### src/rtl/display_mode_controller.sv
// Display mode FSM: selects time or volume view, with hold timeout, lock and pause blink.
// Latency: all outputs registered; a sampled input shows up one clk after the edge.
// Backpressure: none; event pulses are consumed on the edge they are sampled.
module display_mode_controller #(
   parameter int unsigned HOLD_TICKS  = 20,
   parameter int unsigned BLINK_TICKS = 5
) (
   input  logic       clk,
   input  logic       reset_n,
   input  logic       tick,
   input  logic       volume_event,
   input  logic       lock_toggle,
   input  logic       paused,
   output logic       select,
   output logic       blank,
   output logic [1:0] mode
);

   localparam logic [1:0] ST_TIME = 2'b00;
   localparam logic [1:0] ST_HOLD = 2'b01;
   localparam logic [1:0] ST_LOCK = 2'b10;

   localparam logic [7:0] HOLD_LOAD  = HOLD_TICKS[7:0];
   localparam logic [7:0] BLINK_LAST = BLINK_TICKS[7:0];

   logic [1:0] state;
   logic [1:0] state_nxt;
   logic [7:0] hold_cnt;
   logic [7:0] hold_nxt;
   logic [7:0] blink_cnt;
   logic [7:0] blink_nxt;
   logic       blank_nxt;

   // Next state and hold counter; lock_toggle outranks volume_event, reload outranks tick.
   always_comb begin
      state_nxt = ST_TIME;
      hold_nxt  = 8'd0;
      case (state)
         ST_TIME: begin
            if (lock_toggle) begin
               state_nxt = ST_LOCK;
            end else if (volume_event) begin
               state_nxt = ST_HOLD;
               hold_nxt  = HOLD_LOAD;
            end
         end
         ST_HOLD: begin
            if (lock_toggle) begin
               state_nxt = ST_LOCK;
            end else if (volume_event) begin
               state_nxt = ST_HOLD;
               hold_nxt  = HOLD_LOAD;
            end else if (tick) begin
               // Last tick of the hold returns to time view on the same edge.
               if (hold_cnt <= 8'd1) begin
                  state_nxt = ST_TIME;
                  hold_nxt  = 8'd0;
               end else begin
                  state_nxt = ST_HOLD;
                  hold_nxt  = hold_cnt - 8'd1;
               end
            end else begin
               state_nxt = ST_HOLD;
               hold_nxt  = hold_cnt;
            end
         end
         ST_LOCK: begin
            state_nxt = lock_toggle ? ST_TIME : ST_LOCK;
         end
         default: begin
            // Illegal encoding falls back to time view.
            state_nxt = ST_TIME;
         end
      endcase
   end

   // Blink phase advances only while paused and staying in time view; otherwise it restarts.
   always_comb begin
      blink_nxt = 8'd0;
      blank_nxt = 1'b0;
      if (paused && (state == ST_TIME) && (state_nxt == ST_TIME)) begin
         blink_nxt = blink_cnt;
         blank_nxt = blank;
         if (tick) begin
            if ((blink_cnt + 8'd1) >= BLINK_LAST) begin
               blink_nxt = 8'd0;
               blank_nxt = ~blank;
            end else begin
               blink_nxt = blink_cnt + 8'd1;
            end
         end
      end
   end

   // State and output registers with asynchronous clear to time view.
   always_ff @(posedge clk or negedge reset_n) begin
      if (!reset_n) begin
         state     <= ST_TIME;
         hold_cnt  <= 8'd0;
         blink_cnt <= 8'd0;
         blank     <= 1'b0;
         select    <= 1'b0;
         mode      <= ST_TIME;
      end else begin
         state     <= state_nxt;
         hold_cnt  <= hold_nxt;
         blink_cnt <= blink_nxt;
         blank     <= blank_nxt;
         select    <= (state_nxt != ST_TIME);
         mode      <= state_nxt;
      end
   end

endmodule
### config.mk
export PLATFORM = sky130hd
export DESIGN_NAME = display_mode_controller
export DESIGN_NICKNAME = d
export VERILOG_FILES = /design/src/rtl/display_mode_controller.sv
export SDC_FILE = /design/constraint.sdc
export NUM_CORES = 1
export LEC_CHECK = 0
export CORE_MARGIN = 5
export CORE_UTILIZATION = 59
export CTS_CLUSTER_DIAMETER = 100
export DETAILED_ROUTE_END_ITERATION = 7
export GPL_TIMING_DRIVEN = 0
export PLACE_DENSITY = 0.81
export SYNTH_ARGS = -nofsm -noshare
export SYNTH_HDL_FRONTEND = slang
export SYNTH_SLANG_ARGS = --single-unit
export TNS_END_PERCENT = 1
### constraint.sdc
create_clock -name clk -period 5.3 [get_ports clk]
set_clock_uncertainty 0.05 [all_clocks]
set_input_delay 1.06 -clock clk [delete_from_list [all_inputs] [get_ports clk]]
set_output_delay 1.06 -clock clk [all_outputs]
set_load 0.005 [all_outputs]
==> impl_metrics.csv <==
group,metric,value,unit
run_status,status,"finished, final reports clean",
synthesis,syn_nets,134,
global_route,grt-ovfl-total,0,
hold_path,worstHoldStart,"blink_cnt[7]",
synthesis,netlist_area,1165,µm²
synthesis,seq_area_frac_synth,0.4296,
sta,fin_crit,2.537,ns
finish,nets,147,
drt,wire_per_inst,13.18,µm
drt,drc,0,
placement,gp_congestion,0.8893,
synthesis,yosys_warnings,0,
sta,max_freq,394.2,MHz
finish,final_util,0.6927,
synthesis,muxShareOfSynthArea,0.01289,
drt,dr.first_iter.drc_count,14,
run,maxCapViolations,0,
floorplanning,dieArea,2963,µm²
pwr,p_sw,0.07650,mW
sta,relSlewSlack,0.4071,
synthesis,synth_area_leaders,"dfrtp_1, nor2_1, ha_1",
clock_network,cts_tree,"done",
global_route,top_usage_layer,"met2",
global_route,grt_pass1_vias,906,
clock_network,post_cts_resized,0,
critical_path,cp-startpoint,"lock_toggle",
floorplanning,initial_core_util,0.6061,
sta,fin_ws,2.763,ns
synthesis,avgSynthCellArea,9.394,µm²
synthesis,synth_xor_xnor_area_share,0.03759,
placement,port_buffers,8,
finish,regArea,500.5,µm²
global_route,grtUsageMet1,0.2111,
global_route,grt_pass1_wl,3857,µm
clock_network,path_clk_slew,0.11,ns
pwr,ir_drop,0.2787,mV
critical_path,r2r_start,"blink_cnt[1]",
finish,syn_to_final_growth,14.29,%
clock_network,cts-root-buf,"clkbuf_4",
pwr,power.static_leakage,0.5576,nW
global_route,use_met3,0.03270,
clock_network,post-cts-setup-buffers,0,
floorplanning,die_w,54.44,µm
synthesis,synth_top_family_by_area,"simple AND/OR/NAND/NOR gates",
critical_path,critPathKind,"in -> reg",
sta,setup_viol,0,
finish,multiInputGateArea,624.3,µm²
synthesis,ys_seq_elements,20,
clock_network,cts_hold_buf,0,
synthesis,synthAdderAreaFrac,0.04296,
finish,final_common_cell,"dfrtp_1",
finish,final_cell_mix,"dfrtp_1, nor2_1, nand2_1, clkdlybuf4s50_1",
finish,drive_gt1_frac,0.1250,
clock_network,cts_num_sinks,20,
pwr,comb_power_share,0.144,
sta,tns,0,ns
drt,routed_wl,2149,µm
drt,first_pass_iters,4,
critical_path,worstPathArrival,2.68,ns
finish,final_cells,163,
floorplanning,core.rowCount,16,
finish,fillCellCount,157,
synthesis,synth_edf_count,0,
synthesis,synth-async-reset-ratio,1.000,
sta,slew_viol_final,0,
drt,vias_per_cell,5.822,
synthesis,synthSimpleGateAreaFrac,0.2911,
drt,ant_nets,0,
floorplanning,die_h,54.44,µm
pwr,totalPowerFinal,0.3364,mW
placement,dp_cells,159,
sta,period_share,0.4786,
critical_path,start_kind,"primary input",
global_route,met2_usage,0.3207,
drt,vias,949,
clock_network,cts_htree_levels,1,
pwr,swShare,0.2274,
clock_network,numCtsBuffers,3,
sta,worst_pin_slew,0.8865,ns
synthesis,yosysUniqueCellTypes,39,
floorplanning,coreArea,1922,µm²
finish,stdcell_area,1331,µm²
sta,timing.hold.ws,0.5032,ns
clock_network,clock_path_buffers,2,
global_route,antenna_found_initial,0,
sta,rsz0062_at_grt,"false",
placement,dp_slack,2.471,ns
critical_path,cp_max_fo,10,
placement,placed_cell_area,1279,µm²
synthesis,ys.flop_type,"dfrtp_1",
finish,num_antenna_cells,0,
pwr,power_frac_clock,0.364,
floorplanning,io_pins,10,
synthesis,synth_compound_area_frac,0.1515,
synthesis,yosysTopAreaCell,"dfrtp_1",
synthesis,synth_top_area_share,0.4296,
placement,hpwl,1590,µm
hold_path,hold_path.class,"reg -> reg",
synthesis,synthCells,124,
pwr,internal_power,0.2599,mW
pwr,p_seq_frac,0.492,
critical_path,cp.required,5.45,ns
sta,hold_viol,0,
pwr,p_per_area,252.7,nW/µm²
critical_path,end_kind,"register",
global_route,track_usage,0.1820,
clock_network,clk_latency,0.30,ns
global_route,grt_max_degree,21,
-- path summary, 6_finish.rpt --
kind,end,slack [ns],cells past startpoint
worst min register to register,blink_cnt[7],0.50,1
worst min-delay path,blink_cnt[7],0.50,1
min in group asynchronous,state[0],1.20,1
max in group asynchronous,blink_cnt[0],3.46,1
worst max-delay path,hold_cnt[6],2.76,7
worst max register to register,blank,3.28,6
-- critical path: stages --
cell and delay (ns):
clkdlybuf4s50_1 0.57, nor3_1 0.09, and2_1 0.16, buf_2 0.17, nor4b_1 0.40, xnor2_1 0.17, nor2_1 0.05
-- flip-flops by register name (all words and copies together) (netlist names) --
name	cells
state	2
blank	1
hold_cnt	8
select	1
blink_cnt	8
-- area by class of cell --
type,instances,area share
multi-input combinational,94,0.4690
clock inverter,1,0.02256
timing repair buffer,8,0.06015
sequential,20,0.3759
buffer,3,0.01034
tap,27,0.02538
clock buffer,3,0.01692
inverter,7,0.01974
-- Yosys cell counts (all sizes together) (2+ instances only) --
cell type	number
dfrtp	20
nor2	15
nand2	8
inv	7
nor3	7
o21ai	7
and2	6
nor4	5
xnor2	5
a21oi	4
ha	4
or3	4
nand2b	3
nand3b	3
buf	2
nand3	2
nand4	2
nor3b	2
-- per-layer routing --
layer	up-vias	wire (µm)
met1	469	936
met5	-	0
li1	466	-
met4	0	14
met3	4	39
met2	10	1158
-- power groups by stage --
stage | Sequential, mW | Clock, mW | Combinational, mW
after floorplan | 0.167 | 0 | 0.0294
after global placement | 0.168 | 0 | 0.0472
after detailed placement | 0.168 | 0 | 0.0486
after CTS | 0.165 | 0.127 | 0.0490
after global routing | 0.167 | 0.135 | 0.0546
final | 0.166 | 0.122 | 0.0485
-- logic make-up (layout without fill, tap and decap cells) --
logic type / Yosys count / count (layout)
compound gates: 24 / 24
buf+inv: 10 / 22
fa+ha+maj: 4 / 4
xor+xnor: 5 / 5
mux: 1 / 1
flops: 20 / 20
simple gates: 60 / 60
Power figures use the tool's default switching activity.
